`config.mk`:
```
export PLATFORM = sky130hd
export DESIGN_NAME = rob
export DESIGN_NICKNAME = d
export VERILOG_FILES = /design/src/rtl/rob_pkg.sv /design/src/rtl/rob.sv
export SDC_FILE = /design/constraint.sdc
export NUM_CORES = 2
export LEC_CHECK = 0
export BUFFER_PORTS_ARGS = -buffer_cell sky130_fd_sc_hd__buf_2
export CELL_PAD_IN_SITES_DETAIL_PLACEMENT = 1
export CELL_PAD_IN_SITES_GLOBAL_PLACEMENT = 1
export CORE_UTILIZATION = 45
export CTS_BUF_LIST = sky130_fd_sc_hd__clkbuf_2 sky130_fd_sc_hd__clkbuf_4 sky130_fd_sc_hd__clkbuf_8
export CTS_CLUSTER_DIAMETER = 120
export DETAILED_ROUTE_END_ITERATION = 7
export PLACE_DENSITY = 0.72
export SLEW_MARGIN = 20
export SYNTH_ARGS = -nofsm -noshare
export SYNTH_HDL_FRONTEND = slang
export SYNTH_SLANG_ARGS = --single-unit
```
`constraint.sdc`:
```
create_clock -name clk_in -period 32.1 [get_ports clk_in]
set_input_delay 3.21 -clock clk_in [delete_from_list [all_inputs] [get_ports clk_in]]
set_output_delay 3.21 -clock clk_in [all_outputs]
set_load 0.03 [all_outputs]
```
`src/rtl/rob_pkg.sv`:
```
// Shared definitions for the reorder buffer: sizing, instruction class codes,
// the per-entry record and the operand lookup/bypass helper.
package rob_pkg;

   localparam int ROB_WIDTH     = 8;
   localparam int ROB_WIDTH_BIT = 3;
   localparam int REG_ID_BIT    = 5;
   localparam int CNT_W         = ROB_WIDTH_BIT + 1;

   typedef enum logic [1:0] {
      ROB_ALU  = 2'd0,
      ROB_BR   = 2'd1,
      ROB_JALR = 2'd2
   } rob_type_e;

   typedef struct packed {
      logic                  busy;
      logic                  ready;
      rob_type_e             typ;
      logic [REG_ID_BIT-1:0] rd;
      logic                  pred;
      logic [31:0]           alt_pc;
      logic [31:0]           value;
      logic [31:0]           pc;
   } rob_entry_t;

   // Code 3 is unused by the decoder and behaves like a plain ALU op.
   function automatic rob_type_e decode_type(input logic [1:0] raw);
      case (raw)
         2'd1:    return ROB_BR;
         2'd2:    return ROB_JALR;
         default: return ROB_ALU;
      endcase
   endfunction

   // Returns {ready, value}; a result on the bus this cycle wins over storage.
   function automatic logic [32:0] query(input logic        st_ready,
                                         input logic [31:0] st_value,
                                         input logic        hit,
                                         input logic [31:0] hit_value);
      if (hit) return {1'b1, hit_value};
      return {st_ready, st_value};
   endfunction

endpackage

```
`src/rtl/rob.sv`:
```
// Reorder buffer. Allocates entries in program order from the decoder,
// accepts out-of-order results from the reservation stations, retires one
// entry per cycle to the register file and flushes on branch mispredict or
// jalr commit.
// Ports:
//   clk_in, rst_in (async, active high), rdy_in (stall when low)
//   issue_*  : allocation request, issue_tag returns the tail tag
//   res_*    : result write-back from the reservation stations
//   qj/qk_*  : operand lookup with same-cycle result bypass
//   commit_* : registered retirement pulse toward the register file
//   flush_*  : registered pipeline redirect pulse
module rob
   import rob_pkg::*;
(
   input  logic                     clk_in,
   input  logic                     rst_in,
   input  logic                     rdy_in,
   output logic                     rob_full,
   input  logic                     issue_valid,
   input  logic [1:0]               issue_type,
   input  logic [REG_ID_BIT-1:0]    issue_rd,
   input  logic                     issue_pred_taken,
   input  logic [31:0]              issue_alt_pc,
   output logic [ROB_WIDTH_BIT-1:0] issue_tag,
   input  logic                     res_valid,
   input  logic [ROB_WIDTH_BIT-1:0] res_tag,
   input  logic [31:0]              res_value,
   input  logic [31:0]              res_pc,
   input  logic [ROB_WIDTH_BIT-1:0] qj_tag,
   input  logic [ROB_WIDTH_BIT-1:0] qk_tag,
   output logic                     qj_ready,
   output logic                     qk_ready,
   output logic [31:0]              qj_value,
   output logic [31:0]              qk_value,
   output logic                     commit_valid,
   output logic [REG_ID_BIT-1:0]    commit_rd,
   output logic [31:0]              commit_value,
   output logic [ROB_WIDTH_BIT-1:0] commit_tag,
   output logic                     flush_out,
   output logic [31:0]              flush_pc
);

   rob_entry_t                entries_q [ROB_WIDTH];
   rob_entry_t                entries_d [ROB_WIDTH];
   logic [ROB_WIDTH_BIT-1:0]  head_q, head_d, tail_q, tail_d;
   logic [CNT_W-1:0]          count_q, count_d;
   logic                      commit_valid_q, commit_valid_d;
   logic [REG_ID_BIT-1:0]     commit_rd_q, commit_rd_d;
   logic [31:0]               commit_value_q, commit_value_d;
   logic [ROB_WIDTH_BIT-1:0]  commit_tag_q, commit_tag_d;
   logic                      flush_q, flush_d;
   logic [31:0]               flush_pc_q, flush_pc_d;

   rob_entry_t                head_ent;
   logic                      do_commit, issue_acc;
   logic [32:0]               qj_res, qk_res;

   // Full is judged on the pre-edge count: a slot freed by this cycle's
   // commit is not reusable until the next cycle.
   assign rob_full  = (count_q == CNT_W'(ROB_WIDTH));
   assign issue_tag = tail_q;
   assign issue_acc = rdy_in && issue_valid && !rob_full;
   assign head_ent  = entries_q[head_q];
   assign do_commit = rdy_in && head_ent.busy && head_ent.ready;

   assign qj_res   = query(entries_q[qj_tag].ready, entries_q[qj_tag].value,
                           res_valid && (res_tag == qj_tag), res_value);
   assign qk_res   = query(entries_q[qk_tag].ready, entries_q[qk_tag].value,
                           res_valid && (res_tag == qk_tag), res_value);
   assign qj_ready = qj_res[32];
   assign qj_value = qj_res[31:0];
   assign qk_ready = qk_res[32];
   assign qk_value = qk_res[31:0];

   always_comb begin
      entries_d      = entries_q;
      head_d         = head_q;
      tail_d         = tail_q;
      count_d        = count_q;
      commit_valid_d = 1'b0;
      commit_rd_d    = commit_rd_q;
      commit_value_d = commit_value_q;
      commit_tag_d   = commit_tag_q;
      flush_d        = 1'b0;
      flush_pc_d     = flush_pc_q;

      if (do_commit) begin
         case (head_ent.typ)
            ROB_BR: begin
               if (head_ent.value[0] != head_ent.pred) begin
                  flush_d    = 1'b1;
                  flush_pc_d = head_ent.alt_pc;
               end
            end
            default: begin
               commit_valid_d = 1'b1;
               commit_rd_d    = head_ent.rd;
               commit_value_d = head_ent.value;
               commit_tag_d   = head_q;
               if (head_ent.typ == ROB_JALR) begin
                  flush_d    = 1'b1;
                  flush_pc_d = head_ent.pc;
               end
            end
         endcase
      end

      if (rdy_in) begin
         if (flush_d) begin
            // Redirect: drop everything younger, including this edge's issue/result.
            for (int i = 0; i < ROB_WIDTH; i++) entries_d[i] = '0;
            head_d  = '0;
            tail_d  = '0;
            count_d = '0;
         end else begin
            if (res_valid && entries_q[res_tag].busy) begin
               entries_d[res_tag].ready = 1'b1;
               entries_d[res_tag].value = res_value;
               entries_d[res_tag].pc    = res_pc;
            end
            if (do_commit) begin
               entries_d[head_q].busy  = 1'b0;
               entries_d[head_q].ready = 1'b0;
               head_d = head_q + ROB_WIDTH_BIT'(1);
            end
            if (issue_acc) begin
               entries_d[tail_q].busy   = 1'b1;
               entries_d[tail_q].ready  = 1'b0;
               entries_d[tail_q].typ    = decode_type(issue_type);
               entries_d[tail_q].rd     = issue_rd;
               entries_d[tail_q].pred   = issue_pred_taken;
               entries_d[tail_q].alt_pc = issue_alt_pc;
               tail_d = tail_q + ROB_WIDTH_BIT'(1);
            end
            case ({issue_acc, do_commit})
               2'b10:   count_d = count_q + CNT_W'(1);
               2'b01:   count_d = count_q - CNT_W'(1);
               default: count_d = count_q;
            endcase
         end
      end
   end

   always_ff @(posedge clk_in or posedge rst_in) begin
      if (rst_in) begin
         for (int i = 0; i < ROB_WIDTH; i++) entries_q[i] <= '0;
         head_q         <= '0;
         tail_q         <= '0;
         count_q        <= '0;
         commit_valid_q <= 1'b0;
         commit_rd_q    <= '0;
         commit_value_q <= '0;
         commit_tag_q   <= '0;
         flush_q        <= 1'b0;
         flush_pc_q     <= '0;
      end else begin
         entries_q      <= entries_d;
         head_q         <= head_d;
         tail_q         <= tail_d;
         count_q        <= count_d;
         commit_valid_q <= commit_valid_d;
         commit_rd_q    <= commit_rd_d;
         commit_value_q <= commit_value_d;
         commit_tag_q   <= commit_tag_d;
         flush_q        <= flush_d;
         flush_pc_q     <= flush_pc_d;
      end
   end

   assign commit_valid = commit_valid_q;
   assign commit_rd    = commit_rd_q;
   assign commit_value = commit_value_q;
   assign commit_tag   = commit_tag_q;
   assign flush_out    = flush_q;
   assign flush_pc     = flush_pc_q;

endmodule

```
* Yosys cells after proc, flatten, opt, wreduce, memory -nomap -nowiden
Index checks and enable logic that the tools add are counted.
** Storage, ports and cells
- Register bits after elaboration :: 932
- Input bits :: 118
- Output and inout bits :: 144
- Word-level logic and storage cells :: 200
** Cells by class
- Add/subtract/negate cells :: 4
- Magnitude comparators :: 8
- Equal/unequal tests :: 11
- Mux-type cells :: 78
- Bitwise gates (word level) :: 6
- Reduce and logical (&&, ||, !) cells :: 20
** Operators by type and width (count)
- 848-bit bitwise mux :: 11
- 848-bit two-way mux :: 8
- 106-bit demux with 3-bit select :: 11
- 106-bit binary-select mux with 3-bit select :: 4
- 105-bit two-way mux :: 7
- 106-bit two-way mux :: 6
- 33-bit two-way mux :: 4
- 32-bit two-way mux :: 4
- 104-bit two-way mux :: 1
- 102-bit two-way mux :: 1
- 97-bit two-way mux :: 1
- 96-bit two-way mux :: 1
- 64-bit two-way mux :: 1
- 4-bit greater-or-equal comparator (second input constant) :: 5
- 3-bit inverter with 4-bit output :: 5
- 4-bit by 1-bit less-than comparator with 1-bit output (second input constant) :: 3
- 3-bit two-way mux :: 4
- 1-bit logical AND :: 10
- 1-bit two-way mux :: 8
- 4-bit case mux with 2 select lines :: 1
- 2-bit AND reduction :: 4
- 3-bit by 1-bit adder with 3-bit output (second input constant) :: 2
- 2-bit by 1-bit equality test with 1-bit output (second input constant) :: 3
- 2-bit equality test (second input constant) :: 3
- other kinds (14) :: 19

* Depth between registers and ports, before layout
- Depth after elaboration :: 24
- Depth in mapped cells :: 14
- Mapped depth without buffers :: 11

* Worst setup path before layout
Ideal clock, no wire load.
- Path type :: input -> output
- Start :: input qj_tag[1]
- End :: output qj_value[10]
- Arrival time :: 5.210 ns
- Required time :: 28.890 ns
- Slack :: 23.680 ns
- Stages on the path :: 8
- Path buffers :: 4
- Cells stage by stage :: clkbuf_1 > buf_1 > xnor2_1 > nand4_1 > clkbuf_1 > clkbuf_1 > nor2_1 > a21oi_1
** On the way
- Longest elaborated chain between the ends :: 5
- Elaborated cells between the ends (all ways) :: 8
- Those cells by class :: 1 x eq/ne; 5 x mux; 1 x bitwise; 1 x reduce/logical
** Ends and longest elaborated chain
- start, declared :: line rob.sv:29 : input logic [ROB_WIDTH_BIT-1:0] qj_tag,
- 3-bit inverter with 4-bit output (not written as such) :: line rob.sv:66 : assign qj_res = query(entries_q[qj_tag].ready, entries_q[qj_tag].value,
- 106-bit binary-select mux with 3-bit select :: line rob.sv:66
- 105-bit two-way mux (not written as such) (2 in series) :: line rob.sv:66
- 33-bit two-way mux * :: line rob_pkg.sv:42 : return {st_ready, st_value};
- end, declared :: line rob.sv:33 : output logic [31:0] qj_value,
Every way passes the cells marked *; elsewhere a longest branch is shown, timed or not. The select of a mux whose other input is x is not followed.

* Worst setup path in the final report
- Start :: input qj_tag[0]
- End :: output qj_value[8]
Same word-level chain as after synthesis.

==> impl_metrics.toml <==
[run_status]
status = "finished, violations left"
failed_checks = "design-rule violations"

[sta]
fmax_mhz = 109.1
tightest_slew_ns = 1.193
rsz0062_at_grt = "no"
slew_headroom = 0.1838
fin_setup_tns_ns = 0
min_period_ns = 9.163
hold_viol = 0
finClkSkew_ns = 0.04382
final-setup-viol-count = 0
drv_slew = 0
period_share = 0.2854

[worst_setup_path]
arrival_ns = 5.95
endpoint_kind = "output pin"
r2r-end = "flush_pc[21]$_DFFE_PP0P_"
worstSetupStartpointType = "input port"
required_ns = 28.89
r2r-start = "head_q[2]$_DFFE_PP0P_"
r2r_cells = 12
rrSetupSlack_ns = 24.78
crit_fanout = 59
crit_type = "input port to output pin"

[placed_design]
dp_hpwl_um = 101300
dp_cells = 6116
port_buffers = 261
finalWeightedCongestion = 0.8291

[synthesis]
synthesis.area_mm2 = 0.04824
synthArstFlopShare = 1.000
synth.area.top_cells = "dfrtp_1 (48%), mux2i_1 (9.6%), nand2_1 (8.3%)"
synth_fp_nets = 5025
synth_flop_cell = "dfrtp_1"
synth_cell_type_count = 68
ys_seq_area_frac = 0.4835
netlist_instances = 4903
ys.warnings.count = 0
syn_avg_cell_area_um2 = 9.839
ys_seq_elements = 932
synth_top_cell_by_area = "dfrtp_1"
synth_edf_count = 0
synth_top_area_frac = 0.4835

[floorplan]
die_h_um = 329.4
die_width_um = 329.4
io_pins = 262
dieArea_mm2 = 0.1085
core-area_mm2 = 0.1057
start_util = 0.4563
fp-row-count = 119

[global_route]
grt_pass1_vias = 41460
grt_pass1_wl_um = 269900
antenna_found_initial = 27
grt_max_degree = 201
grt-ovfl-total = 0
track_usage = 0.3307

[min_path]
hp-start = "commit_value[25]$_DFFE_PP0P_"
min-delay-path-class = "flop to flop"
holdPathEnd = "commit_value[25]$_DFFE_PP0P_"
hold_depth = 1

[clocking]
cts_buffer_depth = 3
cts_tree = "yes"
cts_setup_buffers = 0
htreeDepth = 4
clkSinkCount = 932
cts_buffers = 165
path_clk_slew_ns = 0.06
cts_resized = 0
root_buffer = "clkbuf_8"
clock_latency_ns = 0.88
postCtsHoldBufs = 0

[drt]
postRouteAntennaNets = 0
avgRoutedWirePerCell_um = 27.94
dr.pass1.iters = 8
viasPerCell = 6.268
vias = 40220
wirelength_um = 179200
drtIter0Drc = 3525
drc = 44

[finish]
final_layout_size_suffix_gt1_frac = 0.1970
final_cell_mix = "nand2_1 (1,072), dfrtp_1 (929), a21oi_1 (620)"
final_cells = 6416
multi_input_area_mm2 = 0.02277
final_common_cell = "nand2_1"
num-fill-cells = 11770
seq_area_mm2 = 0.02333
nets = 5015
syn_to_final_growth_pct = 11.08

[power_and_ir_drop]
peakVddDrop_uv = 53.15
p_leak_nw = 26.43
powerDensity_mw_per_mm2 = 101.3

[flow_run]
max-cap-violations = 0
[cell type report]
type	instances	area share
Antenna cell	11	0.0005137
Clock buffer	259	0.06115
Clock inverter	29	0.005674
Inverter	13	0.001051
Multi-Input combinational cell	3433	0.4249
Sequential cell	932	0.4354
Tap cell	1391	0.03248
Timing Repair Buffer	348	0.03876
[through the flow]
step / instance area, µm² / setup slack [ns] / total power, mW / utilization / hold slack, ns
global placement: 49950 / 23.01 / 4.106 / 0.4725 / 0.4558
global route: 53580 / 22.81 / 5.718 / 0.5068 / 0.4951
CTS: 53530 / 22.93 / 5.427 / 0.5064 / 0.4784
finish: 53590 / 22.94 / 5.430 / 0.5069 / 0.4761
floorplan: 48240 / 2.682 / 3.464 / - / 0.4721
detailed placement: 49950 / 22.93 / 4.207 / 0.4725 / 0.4651
[synthesized netlist by cell type (60+ instances only)]
| cell | count |
|---|---|
| mux4_2 | 159 |
| a221oi_1 | 83 |
| a22oi_1 | 106 |
| mux2i_1 | 465 |
| buf_2 | 95 |
| buf_4 | 60 |
| mux2_2 | 134 |
| clkbuf_1 | 259 |
| buf_1 | 109 |
| nand2_1 | 1073 |
| nor2_1 | 481 |
| dfrtp_1 | 932 |
| a21oi_1 | 620 |
[logic make-up after synthesis]
logic type,Yosys count,synth area share
buffers and inverters,538,0.04918
DFF,932,0.4835
xor gates and xnor gates,12,0.002179
AOI/OAI and AO/OA,1021,0.1301
muxes,758,0.2020
adders and majority gates,4,0.001037
and+or+nand+nor,1638,0.1320
[registers in the layout (all words and copies together) (netlist names)]
signal        cells
head_q            3
commit_tag        3
issue_tag         3
commit_valid      1
flush_out         1
count_q           4
flush_pc         32
entries_q       848
commit_rd         5
commit_value     32
[power breakdown]
group | total [mW] | internal (mW) | switching, mW
sequential | 2.14 | 1.71 | 0.432
clock | 1.21 | 0.681 | 0.528
combinational | 2.08 | 0.818 | 1.26
total | 5.43 | 3.21 | 2.22
[worst max-delay path by stage]
stage	from	endpoint	slack, ns	depth (start not counted)
after global placement	qj_tag[0]	qj_value[8]	23.01	8
after global routing	qj_tag[0]	qj_value[0]	22.81	8
after floorplan	rst_in	commit_rd[0]$_DFFE_PP0P_	2.68	1
after detailed placement	qj_tag[0]	qj_value[8]	22.93	8
final	qj_tag[0]	qj_value[8]	22.94	8
after CTS	qj_tag[0]	qj_value[8]	22.93	8
[routing by layer]
layer  vias up  part of all wire  GRT usage
li1      17070                 -          -
met1     21150              0.42     0.4386
met2      1549              0.47     0.5360
met3       433             0.065    0.05396
met4        18             0.044     0.1442
met5         -           0.00061          0
[critical path: stages]
cell,delay (ns)
buf_4,0.52
buf_4,0.61
xnor2_1,0.12
nand4_1,0.31
buf_4,0.57
nor2_1,0.10
a21oi_1,0.16
buf_2,0.22
Note: power is estimated with default switching activity, not from simulation.
